===== src/rtl/cpu_port_pkg.sv =====
// Shared constants and helpers for the CPU I/O port bank.
package cpu_port_pkg;

    // Register offsets within one port's 4-byte slot.
    localparam logic [1:0] OFS_DIR  = 2'd0;
    localparam logic [1:0] OFS_DATA = 2'd1;
    localparam logic [1:0] OFS_MASK = 2'd2;
    localparam logic [1:0] OFS_FLAG = 2'd3;

    // Ceiling log2; clog2(1) = 0.
    function automatic int unsigned clog2(input int unsigned n);
        int unsigned r;
        r = 0;
        for (int i = 0; i < 32; i++) begin
            if ((32'd1 << r) < n) r++;
        end
        return r;
    endfunction

endpackage


===== src/rtl/port_sync_edge.sv =====
// Input synchroniser chain followed by a "previous" flop; flags per-bit transitions.
module port_sync_edge #(
    parameter int unsigned WIDTH       = 8,
    parameter int unsigned SYNC_STAGES = 2
) (
    input  logic             clk,
    input  logic             reset,
    input  logic [WIDTH-1:0] din,
    output logic [WIDTH-1:0] sync,
    output logic [WIDTH-1:0] change
);

    logic [WIDTH-1:0] stage_q [SYNC_STAGES];
    logic [WIDTH-1:0] prev_q;

    // Shift pins through the synchroniser; prev holds last cycle's synced value.
    always_ff @(posedge clk) begin
        if (reset) begin
            for (int i = 0; i < int'(SYNC_STAGES); i++) stage_q[i] <= '0;
            prev_q <= '0;
        end else begin
            stage_q[0] <= din;
            for (int i = 1; i < int'(SYNC_STAGES); i++) stage_q[i] <= stage_q[i-1];
            prev_q <= stage_q[SYNC_STAGES-1];
        end
    end

    assign sync   = stage_q[SYNC_STAGES-1];
    assign change = sync ^ prev_q;

endmodule


===== src/rtl/cpu_port_bank.sv =====
// Bank of PORTS I/O ports of WIDTH bits, memory-mapped at BASE in the CPU address space.
// Each port: DIR, DATA, MASK and sticky FLAG registers; change interrupt; bus echo on writes.
module cpu_port_bank
    import cpu_port_pkg::*;
#(
    parameter int unsigned       WIDTH       = 8,
    parameter int unsigned       PORTS       = 1,
    parameter int unsigned       ADDR_W      = 16,
    parameter logic [ADDR_W-1:0] BASE        = '0,
    parameter int unsigned       SYNC_STAGES = 2
) (
    input  logic                   clk,
    input  logic                   reset,
    input  logic                   enable,
    input  logic [ADDR_W-1:0]      addr,
    input  logic                   we,
    input  logic [WIDTH-1:0]       core_wdata,
    input  logic [WIDTH-1:0]       bus_rdata,
    output logic [WIDTH-1:0]       core_rdata,
    output logic [WIDTH-1:0]       bus_wdata,
    output logic                   hit,
    input  logic [PORTS*WIDTH-1:0] port_in,
    output logic [PORTS*WIDTH-1:0] port_out,
    output logic [PORTS*WIDTH-1:0] port_dir,
    output logic                   irq_n
);

    localparam int unsigned PB = clog2(PORTS);
    localparam int unsigned WIN_LSB = 2 + PB;
    localparam logic [ADDR_W-1:0] IDX_MASK = ADDR_W'((1 << PB) - 1);

    logic [WIDTH-1:0] dir_q  [PORTS];
    logic [WIDTH-1:0] data_q [PORTS];
    logic [WIDTH-1:0] mask_q [PORTS];
    logic [WIDTH-1:0] flag_q [PORTS];
    logic [WIDTH-1:0] flag_d [PORTS];
    logic [WIDTH-1:0] sync_in [PORTS];
    logic [WIDTH-1:0] chg    [PORTS];
    logic [PORTS-1:0] wr_sel;
    logic [ADDR_W-1:0] addr_idx;
    logic [1:0]        ofs;
    logic [WIDTH-1:0]  port_rd;
    logic [WIDTH-1:0]  last_q;
    logic              irq_any;
    logic              irq_n_q;

    assign hit      = (addr >> WIN_LSB) == (BASE >> WIN_LSB);
    assign addr_idx = (addr >> 2) & IDX_MASK;
    assign ofs      = addr[1:0];

    for (genvar p = 0; p < int'(PORTS); p++) begin : g_port
        port_sync_edge #(
            .WIDTH      (WIDTH),
            .SYNC_STAGES(SYNC_STAGES)
        ) u_sync (
            .clk   (clk),
            .reset (reset),
            .din   (port_in[p*WIDTH +: WIDTH]),
            .sync  (sync_in[p]),
            .change(chg[p])
        );
        assign port_out[p*WIDTH +: WIDTH] = data_q[p];
        assign port_dir[p*WIDTH +: WIDTH] = dir_q[p];
    end

    // Read mux; indices at or beyond PORTS match no port and read as zero.
    always_comb begin
        port_rd = '0;
        for (int unsigned p = 0; p < PORTS; p++) begin
            if (addr_idx == ADDR_W'(p)) begin
                unique case (ofs)
                    OFS_DIR:  port_rd = dir_q[p];
                    OFS_DATA: port_rd = (dir_q[p] & data_q[p]) | (~dir_q[p] & sync_in[p]);
                    OFS_MASK: port_rd = mask_q[p];
                    OFS_FLAG: port_rd = flag_q[p];
                endcase
            end
        end
        core_rdata = (hit && !we) ? port_rd : bus_rdata;
    end

    // Write strobes and flag next-state; a set in the same cycle as a clear wins.
    always_comb begin
        for (int unsigned p = 0; p < PORTS; p++) begin
            wr_sel[p] = enable && we && hit && (addr_idx == ADDR_W'(p));
            flag_d[p] = flag_q[p] & ~((wr_sel[p] && ofs == OFS_FLAG) ? core_wdata : '0);
            flag_d[p] = flag_d[p] | (chg[p] & ~dir_q[p]);
        end
    end

    // CPU-visible register writes, gated by the cycle enable.
    always_ff @(posedge clk) begin
        if (reset) begin
            for (int p = 0; p < int'(PORTS); p++) begin
                dir_q[p]  <= '0;
                data_q[p] <= '0;
                mask_q[p] <= '0;
            end
        end else begin
            for (int p = 0; p < int'(PORTS); p++) begin
                if (wr_sel[p]) begin
                    case (ofs)
                        OFS_DIR:  dir_q[p]  <= core_wdata;
                        OFS_DATA: data_q[p] <= core_wdata;
                        OFS_MASK: mask_q[p] <= core_wdata;
                        default:  ;
                    endcase
                end
            end
        end
    end

    // Sticky change flags run every clock; only the clear side depends on enable.
    always_ff @(posedge clk) begin
        if (reset) begin
            for (int p = 0; p < int'(PORTS); p++) flag_q[p] <= '0;
        end else begin
            for (int p = 0; p < int'(PORTS); p++) flag_q[p] <= flag_d[p];
        end
    end

    // OR-reduce enabled flags across all ports.
    always_comb begin
        irq_any = 1'b0;
        for (int unsigned p = 0; p < PORTS; p++) irq_any = irq_any | (|(flag_q[p] & mask_q[p]));
    end

    // Registered active-low interrupt.
    always_ff @(posedge clk) begin
        if (reset) irq_n_q <= 1'b1;
        else       irq_n_q <= ~irq_any;
    end

    assign irq_n = irq_n_q;

    // Last-read latch: whatever the core last read, echoed onto the bus during port writes.
    always_ff @(posedge clk) begin
        if (reset)               last_q <= '0;
        else if (enable && !we)  last_q <= core_rdata;
    end

    assign bus_wdata = (hit && we) ? last_q : core_wdata;

endmodule


===== config.mk =====
export PLATFORM = sky130hd
export DESIGN_NAME = cpu_port_bank
export DESIGN_NICKNAME = d
export VERILOG_FILES = /design/src/rtl/cpu_port_pkg.sv /design/src/rtl/port_sync_edge.sv /design/src/rtl/cpu_port_bank.sv
export SDC_FILE = /design/constraint.sdc
export NUM_CORES = 1
export LEC_CHECK = 0
export CAP_MARGIN = 25
export CORE_MARGIN = 3
export CORE_UTILIZATION = 52
export CTS_CLUSTER_DIAMETER = 40
export DETAILED_ROUTE_END_ITERATION = 8
export PLACE_DENSITY = 0.85
export SLEW_MARGIN = 20
export SYNTH_ARGS = -nofsm -noshare
export SYNTH_HDL_FRONTEND = slang
export SYNTH_SLANG_ARGS = --single-unit

===== constraint.sdc =====
create_clock -name clk -period 4.41 [get_ports clk]
set_input_delay 0.882 -clock clk [delete_from_list [all_inputs] [get_ports clk]]
set_output_delay 0.882 -clock clk [all_outputs]
set_load 0.02 [all_outputs]

# Yosys cells after proc, flatten, opt, wreduce, memory -nomap -nowiden
# Memory sizes are Yosys's and may differ from the RTL's.
# Index checks and enable logic that the tools add are counted.
# W data, S select, Z words.
dict set report word_totals {
  elab_cells 67
  in_bits 44
  ramBits 48
  ff_bits 17
  mem_bits_ro 0
  latch_bits 0
  memories 5
}
dict set report op_classes {
  mul 0
  add_sub_neg 0
  shifts 0
  div_mod_pow 0
  mux 29
  n_reduce_logical 14
  magnitude_cmp 0
  n_eq_ne 3
  n_bitwise 13
}
# name depth width read_ports rd_clocked_by_memory_dff write_ports line
set memory_table {}
lappend memory_table {{g_port[0].u_sync.stage_q} 2 8 2 0 2 port_sync_edge.sv:13} ;# logic [WIDTH-1:0] stage_q [SYNC_STAGES];
lappend memory_table {data_q 1 8 1 0 1 cpu_port_bank.sv:33} ;# logic [WIDTH-1:0] data_q [PORTS];
lappend memory_table {dir_q 1 8 1 0 1 cpu_port_bank.sv:32} ;# logic [WIDTH-1:0] dir_q [PORTS];
lappend memory_table {flag_q 1 8 1 0 1 cpu_port_bank.sv:35} ;# logic [WIDTH-1:0] flag_q [PORTS];
lappend memory_table {mask_q 1 8 1 0 1 cpu_port_bank.sv:34} ;# logic [WIDTH-1:0] mask_q [PORTS];
# cell count
set op_table {}
lappend op_table {{$mux W8} 9}
lappend op_table {{$and A8 B8 Y8} 5}
lappend op_table {{$reduce_or A8 Y1} 5}
lappend op_table {{$pmux W8 S4} 1}
lappend op_table {{$mux W1} 19}
lappend op_table {{$logic_not A16 Y1} 1}
lappend op_table {{$not A8 Y8} 2}
lappend op_table {{$or A8 B8 Y8} 2}
lappend op_table {{$xor A8 B8 Y8} 1}
lappend op_table {{$logic_and A1 B1 Y1} 6}
lappend op_table {{$eq A2 B2 Y1 const B} 2}
lappend op_table {{$eq A2 B1 Y1 const B} 1}
lappend op_table {{$logic_not A2 Y1} 1}
lappend op_table {{$or A1 B1 Y1} 2}
lappend op_table {{$logic_not A1 Y1} 1}
lappend op_table {{$not A1 Y1} 1}

# Logic depth before layout (Yosys ltp)
# Gate-level depths: netlist (run 1).
dict set report logic_depth {
  ltp_word 8
  depth_mapped 6
  mapped_depth_nobuf 4
}

# Cells and area by module
# From an unflattened synthesis (run 1), not the netlist that was laid out.
dict set report unflattened {
  cells_unflattened 297
  hier_area_um2 3116.7
}
# module cells_each area_each_um2 n_inst seq_area_each_um2
set by_module_without_submodules {}
lappend by_module_without_submodules {cpu_port_bank 231 2293.4 1 1061.0}
lappend by_module_without_submodules {port_sync_edge 66 823.3 1 480.5}

# Worst setup path before layout (run 1)
# Ideal clock, no wire load.
dict set report synth_path {
  path_kind {input -> output}
  from {input addr[0]}
  to {output core_rdata[7]}
  required_time_ps 3528
  slack_ps 1569
  path_buffers 2
  path_stages 6
  arrival_ps 1959
  path_cell_list {buf_2 > buf_4 > a21oi_1 > a311oi_1 > a211oi_1 > nor2_1}
}
dict set report synth_via {
  elab_chain_len 3
  word_cells_on_any_way 6
}
# element line
set synth_rtl {}
lappend synth_rtl {{from (decl)} cpu_port_bank.sv:15} ;# input logic [ADDR_W-1:0] addr,
lappend synth_rtl {{$eq A2 B2 Y1, or another cell as far along} cpu_port_bank.sv:71} ;# unique case (ofs)
lappend synth_rtl {{$pmux W8 S4 (*)} cpu_port_bank.sv:71}
lappend synth_rtl {{$mux W8 (*)} cpu_port_bank.sv:79} ;# core_rdata = (hit && !we) ? port_rd : bus_rdata;
lappend synth_rtl {{to (decl)} cpu_port_bank.sv:19} ;# output logic [WIDTH-1:0] core_rdata,
# Mark *: on every way between the ends. The rest lies on a longest branch, timed or not.

# Worst setup path after layout (run 1)
dict set report layout_path {
  from {input addr[7]}
  to {output core_rdata[5]}
}
dict set report layout_via {
  elab_chain_len 3
}
# element line
set layout_rtl {}
lappend layout_rtl {{$logic_not A16 Y1} cpu_port_bank.sv:47} ;# assign hit = (addr >> WIN_LSB) == (BASE >> WIN_LSB);
lappend layout_rtl {{$logic_and A1 B1 Y1} cpu_port_bank.sv:79}
lappend layout_rtl {{$mux W8} cpu_port_bank.sv:79}
# No other way between the ends.

==> impl_metrics.env, run 1 <==
export IMPL_drt_total_wl_mm=7.19
export IMPL_synth_cell_type_count=32
export IMPL_wl_per_cell_um=16.6
export IMPL_crit_type="input pin to primary output"
export IMPL_hold_viol=0
export IMPL_synthCells=276
export IMPL_outcome="finished, final reports clean"
export IMPL_yosysMostFrequentCell="dfxtp_1"
export IMPL_crit_top_cell="clkdlybuf4s50_1"
export IMPL_cts_resized=0
export IMPL_hold_start="g_port[0].u_sync.stage_q[0][6]"
export IMPL_gp_congestion=0.822
export IMPL_fp_dieW_um=81.9
export IMPL_whs_endpoint="g_port[0].u_sync.stage_q[0][14]"
export IMPL_clock_root_buffer="clkbuf_8"
export IMPL_vias=2432
export IMPL_vdd_drop_max_v=0.000227
export IMPL_drive_gt1_share_pct=13.1
export IMPL_core_mm2=0.00554
export IMPL_max_freq_mhz=246
export IMPL_crit_path_cell_trace="clkdlybuf4s50_1 > nor4_4 > nand4_1 > a211oi_1 > nor2_1 > clkdlybuf4s50_1"
export IMPL_cts_hold_buf=0
export IMPL_synth_edf_count=24
export IMPL_crit_arrival_ns=3.18
export IMPL_antenna_cells=0
export IMPL_vias_per_cell=5.63
export IMPL_syn2layout_area_growth_pct=33.3
export IMPL_rsz0062_at_grt="no"
export IMPL_cp_num_cells=6
export IMPL_nFillCells=430
export IMPL_initial_core_util_pct=54.1
export IMPL_cpLargestDelayFamily="buffers and inverters"
export IMPL_power_density_mw_per_mm2=331
export IMPL_clockBufferDepth=2
export IMPL_clk_latency_ns=0.35
export IMPL_synth_flop_cell="dfxtp_1"
export IMPL_cp_buffers_inverters=2
export IMPL_yosys_register_bits=65
export IMPL_regArea_mm2=0.00154
export IMPL_cp_required_ns=3.53
export IMPL_r2r_start="dir_q[0][6]"
export IMPL_cts_tree="done"
export IMPL_startpoint_type="input pin"
export IMPL_r2r_slack_ns=3.03
export IMPL_dieArea_mm2=0.00671
export IMPL_cts_num_sinks=65
export IMPL_grt_pass1_wl_mm=11.3
export IMPL_yosysSeqAreaShare_pct=51.4
export IMPL_drc=0
export IMPL_synth_largest_area_cell="dfxtp_1"
export IMPL_finClkSkew_ns=0.0127
export IMPL_min_path_cells=1
export IMPL_avgSynthCellArea_um2=10.9
export IMPL_slew_headroom_pct=37.2
export IMPL_fin_cells=432
export IMPL_synth_area_mm2=0.00300
export IMPL_path_max_fanout=8
export IMPL_synth_common_cells="41 x dfxtp_1, 25 x and2_1, 24 x edfxtp_1, 24 x nor2b_1"
export IMPL_multi_input_comb_area_mm2=0.00133
export IMPL_dp_cells=416
export IMPL_slew_viol_final=0
export IMPL_hp_class="flip-flop to flip-flop"
export IMPL_cp_slowest_cell="clkdlybuf4s50_1"
export IMPL_grt_pass1_vias=2404
export IMPL_leakagePower_nw=1.49
export IMPL_antenna_found_initial=0
export IMPL_dp_hpwl_mm=5.22
export IMPL_fin_area_mm2=0.00400
export IMPL_path_clk_slew_ns=0.08
export IMPL_placed_area_mm2=0.00381
export IMPL_ys_warn_count=0
export IMPL_port_buffers=77
export IMPL_cts_setup_buffers=0
export IMPL_overflow=0
export IMPL_grt_start_max_net_pins=39
export IMPL_rows=27
export IMPL_cts_made_buffers=9
export IMPL_worst_pin_slew_ns=0.937
export IMPL_ant_nets=0
export IMPL_dr_pass1_iters=4
export IMPL_maxCapViolCount=0
export IMPL_tns_ns=0
export IMPL_cpPeakStageDelay_ns=0.54
export IMPL_finalCritPeriodShare_pct=92.1
export IMPL_finalSetupViolCount=0
export IMPL_postSynth_asyncResetShare_pct=0
export IMPL_critPathCaptureType="primary output"
export IMPL_num_io_pins=78
export IMPL_fin_crit_ns=4.06
export IMPL_fp_dieH_um=81.9
export IMPL_drt_iter0_drc=244
export IMPL_syn_nets=320
export IMPL_r2r_end="last_q[6]"
export IMPL_reg2reg_depth=3
export IMPL_cts_htree_levels=3
export IMPL_nets=399
export IMPL_synth_top_area_share_pct=27.4
export IMPL_grtUsageTotal_pct=23.1
export IMPL_ys_top_cells_by_area="dfxtp_1 27%, edfxtp_1 24%, mux2_2 6.0%"
-- placed cells by master (no fill, tap or decap), types with 11 or more instances in the layout --
| cell | instances |
|---|---|
| dfxtp_1 | 41 |
| nor2b_1 | 24 |
| clkdlybuf4s50_1 | 77 |
| nor2_1 | 17 |
| and2_1 | 25 |
| mux2_2 | 16 |
| a21oi_1 | 17 |
| inv_1 | 11 |
| edfxtp_1 | 24 |
-- per-stage QoR --
| step | hold WS, ns | worst slack, ns | total power [mW] | utilization [%] |
|---|---|---|---|---|
| 2_1_floorplan | 0.414 | 1.57 | 0.763 | - |
| 3_3_place_gp | 0.420 | 0.488 | 0.859 | 68.9 |
| 3_5_place_dp | 0.426 | 0.383 | 0.863 | 68.9 |
| 4_1_cts | 0.442 | 0.370 | 1.33 | 72.1 |
| 5_1_grt | 0.458 | 0.173 | 1.37 | 72.1 |
| 6_report | 0.436 | 0.347 | 1.32 | 72.1 |
-- registers in the layout (all words and copies together), names as in the netlist --
name and count:
dir_q 8, irq_n 1, data_q 8, g_port.u_sync.stage_q 16, g_port.u_sync.prev_q 8, last_q 8
mask_q 8, flag_q 8
-- worst max path at each step --
stage / start / endpoint
floorplan: addr[0] / core_rdata[7]
global placement: addr[10] / core_rdata[7]
detailed placement: addr[7] / core_rdata[5]
CTS: addr[7] / core_rdata[5]
global route: addr[7] / core_rdata[5]
finish: addr[7] / core_rdata[5]
-- cell families after synthesis --
group | synth area share [%]
flops | 51.4
mux | 6.01
compound gates | 13.1
simple gates | 23.0
buf+inv | 4.09
xor+xnor | 2.34
-- worst register-to-register path, stage by stage, from the launching register on --
cell and delay [ns]:
edfxtp_1 0.44, a311oi_1 0.45, a211oi_1 0.13, o31ai_1 0.28
-- metal layers --
metal,vias up,global-route usage (%),wire (um)
met4,0,9.63,146
li1,1145,-,-
met1,1176,26.6,2820
met2,97,39.0,3690
met3,14,7.79,530
met5,-,0,0
-- layout make-up --
type | count | area share [%]
inverter | 11 | 1.03
timing repair buffer | 82 | 20.2
clock inverter | 7 | 1.44
sequential | 65 | 38.6
tap | 72 | 2.25
clock buffer | 9 | 3.10
multi-input combinational | 186 | 33.4
-- where the power goes --
group	total, mW	switching (mW)	leakage [nW]	internal (mW)
combinational	0.183	0.0898	0.832	0.0931
sequential	0.667	0.0176	0.564	0.649
clock	0.472	0.258	0.0973	0.215
No activity file was read; power rests on OpenSTA's default activity.
==> run 2: changes to the inputs <==
--- a/config.mk
+++ b/config.mk
@@ -10,7 +10,8 @@
 export CORE_UTILIZATION = 52
 export CTS_CLUSTER_DIAMETER = 40
 export DETAILED_ROUTE_END_ITERATION = 8
-export PLACE_DENSITY = 0.85
+export GPL_TIMING_DRIVEN = 0
+export PLACE_DENSITY = 0.81
 export SLEW_MARGIN = 20
 export SYNTH_ARGS = -nofsm -noshare
 export SYNTH_HDL_FRONTEND = slang
==> impl_metrics.env, run 2 (synthesis results as in run 1) <==
export IMPL_fp_dieW_um=81.9
export IMPL_gp_congestion=0.898
export IMPL_regArea_mm2=0.00154
export IMPL_holdWs_ns=0.436
export IMPL_cts_num_sinks=65
export IMPL_cts_hold_buf=0
export IMPL_crit_path_cell_trace="clkdlybuf4s50_1 > nor4_4 > nand4_1 > a211oi_1 > nor2_1 > clkdlybuf4s50_1"
export IMPL_drive_gt1_share_pct=13.4
export IMPL_num_io_pins=78
export IMPL_port_buffers=75
export IMPL_antenna_found_initial=0
export IMPL_regMostFlops="g_port.u_sync.stage_q"
export IMPL_cts_htree_levels=3
export IMPL_path_max_fanout=8
export IMPL_cp_slowest_cell="clkdlybuf4s50_1"
export IMPL_grtUsageTotal_pct=24.1
export IMPL_clockBufferDepth=2
export IMPL_worstSetupStartpoint="addr[10]"
export IMPL_cp_required_ns=3.53
export IMPL_layout_setup_ws_ns=0.301
export IMPL_rows=27
export IMPL_overflow=0
export IMPL_vdd_drop_max_v=0.000248
export IMPL_path_clk_slew_ns=0.07
export IMPL_r2r_slack_ns=3.11
export IMPL_syn2layout_area_growth_pct=34.3
export IMPL_finalPower_mw=1.33
export IMPL_antenna_cells=0
export IMPL_layout_common_cells="75 x clkdlybuf4s50_1, 41 x dfxtp_1, 25 x and2_1"
export IMPL_r2r_end="last_q[0]"
export IMPL_tns_ns=0
export IMPL_reg2reg_depth=3
export IMPL_min_path_cells=1
export IMPL_final_util_pct=72.7
export IMPL_crit_end="core_rdata[0]"
export IMPL_multi_input_comb_area_mm2=0.00133
export IMPL_dieArea_mm2=0.00671
export IMPL_critPathCaptureType="primary output"
export IMPL_dp_hpwl_mm=5.61
export IMPL_crit_top_cell="clkdlybuf4s50_1"
export IMPL_cpPeakStageDelay_ns=0.56
export IMPL_outcome="finished, final reports clean"
export IMPL_final_common_cell="clkdlybuf4s50_1"
export IMPL_clk_latency_ns=0.34
export IMPL_cts_setup_buffers=0
export IMPL_core_mm2=0.00554
export IMPL_hold_viol=0
export IMPL_wl_per_cell_um=17.2
export IMPL_maxCapViolCount=0
export IMPL_leakagePower_nw=1.51
export IMPL_finClkSkew_ns=0.00739
export IMPL_hp_class="flip-flop to flip-flop"
export IMPL_fin_crit_ns=4.11
export IMPL_ant_nets=0
export IMPL_post_place_ws_ns=0.324
export IMPL_dr_pass1_iters=4
export IMPL_r2r_start="mask_q[0][0]"
export IMPL_slew_headroom_pct=37.6
export IMPL_fp_dieH_um=81.9
export IMPL_cts_tree="done"
export IMPL_grt_start_max_net_pins=13
export IMPL_max_freq_mhz=243
export IMPL_worst_pin_slew_ns=0.931
export IMPL_finalCritPeriodShare_pct=93.2
export IMPL_drt_total_wl_mm=7.53
export IMPL_startpoint_type="input pin"
export IMPL_crit_arrival_ns=3.23
export IMPL_crit_type="input pin to primary output"
export IMPL_finalSetupViolCount=0
export IMPL_cts_resized=0
export IMPL_slew_viol_final=0
export IMPL_vias=2430
export IMPL_largest_reg_flops=16
export IMPL_grt_pass1_wl_mm=11.7
export IMPL_nets=406
export IMPL_clock_root_buffer="clkbuf_8"
export IMPL_cts_made_buffers=9
export IMPL_drc=0
export IMPL_hold_start="g_port[0].u_sync.stage_q[0][6]"
export IMPL_vias_per_cell=5.54
export IMPL_rsz0062_at_grt="no"
export IMPL_grt_pass1_vias=2322
export IMPL_nFillCells=431
export IMPL_drt_iter0_drc=182
export IMPL_power_density_mw_per_mm2=330
export IMPL_initial_core_util_pct=54.1
-- run 2: cell count changes in the layout (fill, tap and decap cells not counted), moves of 2 or more --
cell             delta
buf_4               -4
inv_6               -3
buf_2               +5
clkbuf_1            +6
clkdlybuf4s50_1     -2
-- run 2: worst min-delay path by stage --
stage | end | slack [ns]
detailed placement | g_port[0].u_sync.stage_q[0][14] | 0.42
global placement | g_port[0].u_sync.stage_q[0][10] | 0.42
CTS | g_port[0].u_sync.stage_q[0][14] | 0.44
global route | g_port[0].u_sync.stage_q[0][12] | 0.46
finish | g_port[0].u_sync.stage_q[0][14] | 0.44
floorplan | g_port[0].u_sync.stage_q[0][10] | 0.41
-- run 2: worst max-delay path, delay by kind of cell --
| kind | cells | cell delay [ns] |
|---|---|---|
| buf+inv | 2 | 1.00 |
| simple gates | 3 | 0.91 |
| compound gates | 1 | 0.43 |
-- run 2: layer usage --
layer	GRT usage (%)	wire, um
met2	38.0	3790
met3	5.92	513
met4	10.1	89
met1	31.6	3140
met5	0	0
-- run 2: layout make-up --
type	count	share of cell area, %
buffer	14	2.02
clock buffer	11	3.79
clock inverter	5	0.870
inverter	11	1.03
multi-input combinational	186	33.1
sequential	65	38.3
tap	72	2.24
timing repair buffer	75	18.6
-- run 2: metrics by stage --
stage / cells / instance area (um^2)
floorplan: 276 / 3000
global placement: 423 / 3840
detailed placement: 423 / 3840
CTS: 439 / 4030
global route: 439 / 4030
finish: 439 / 4030
-- run 2: report_power, final --
part / internal (mW) / leakage (nW) / switching [mW]
Sequential: 0.649 / 0.564 / 0.0179
Clock: 0.241 / 0.0997 / 0.237
Combinational: 0.0921 / 0.848 / 0.0911
Total: 0.982 / 1.51 / 0.346
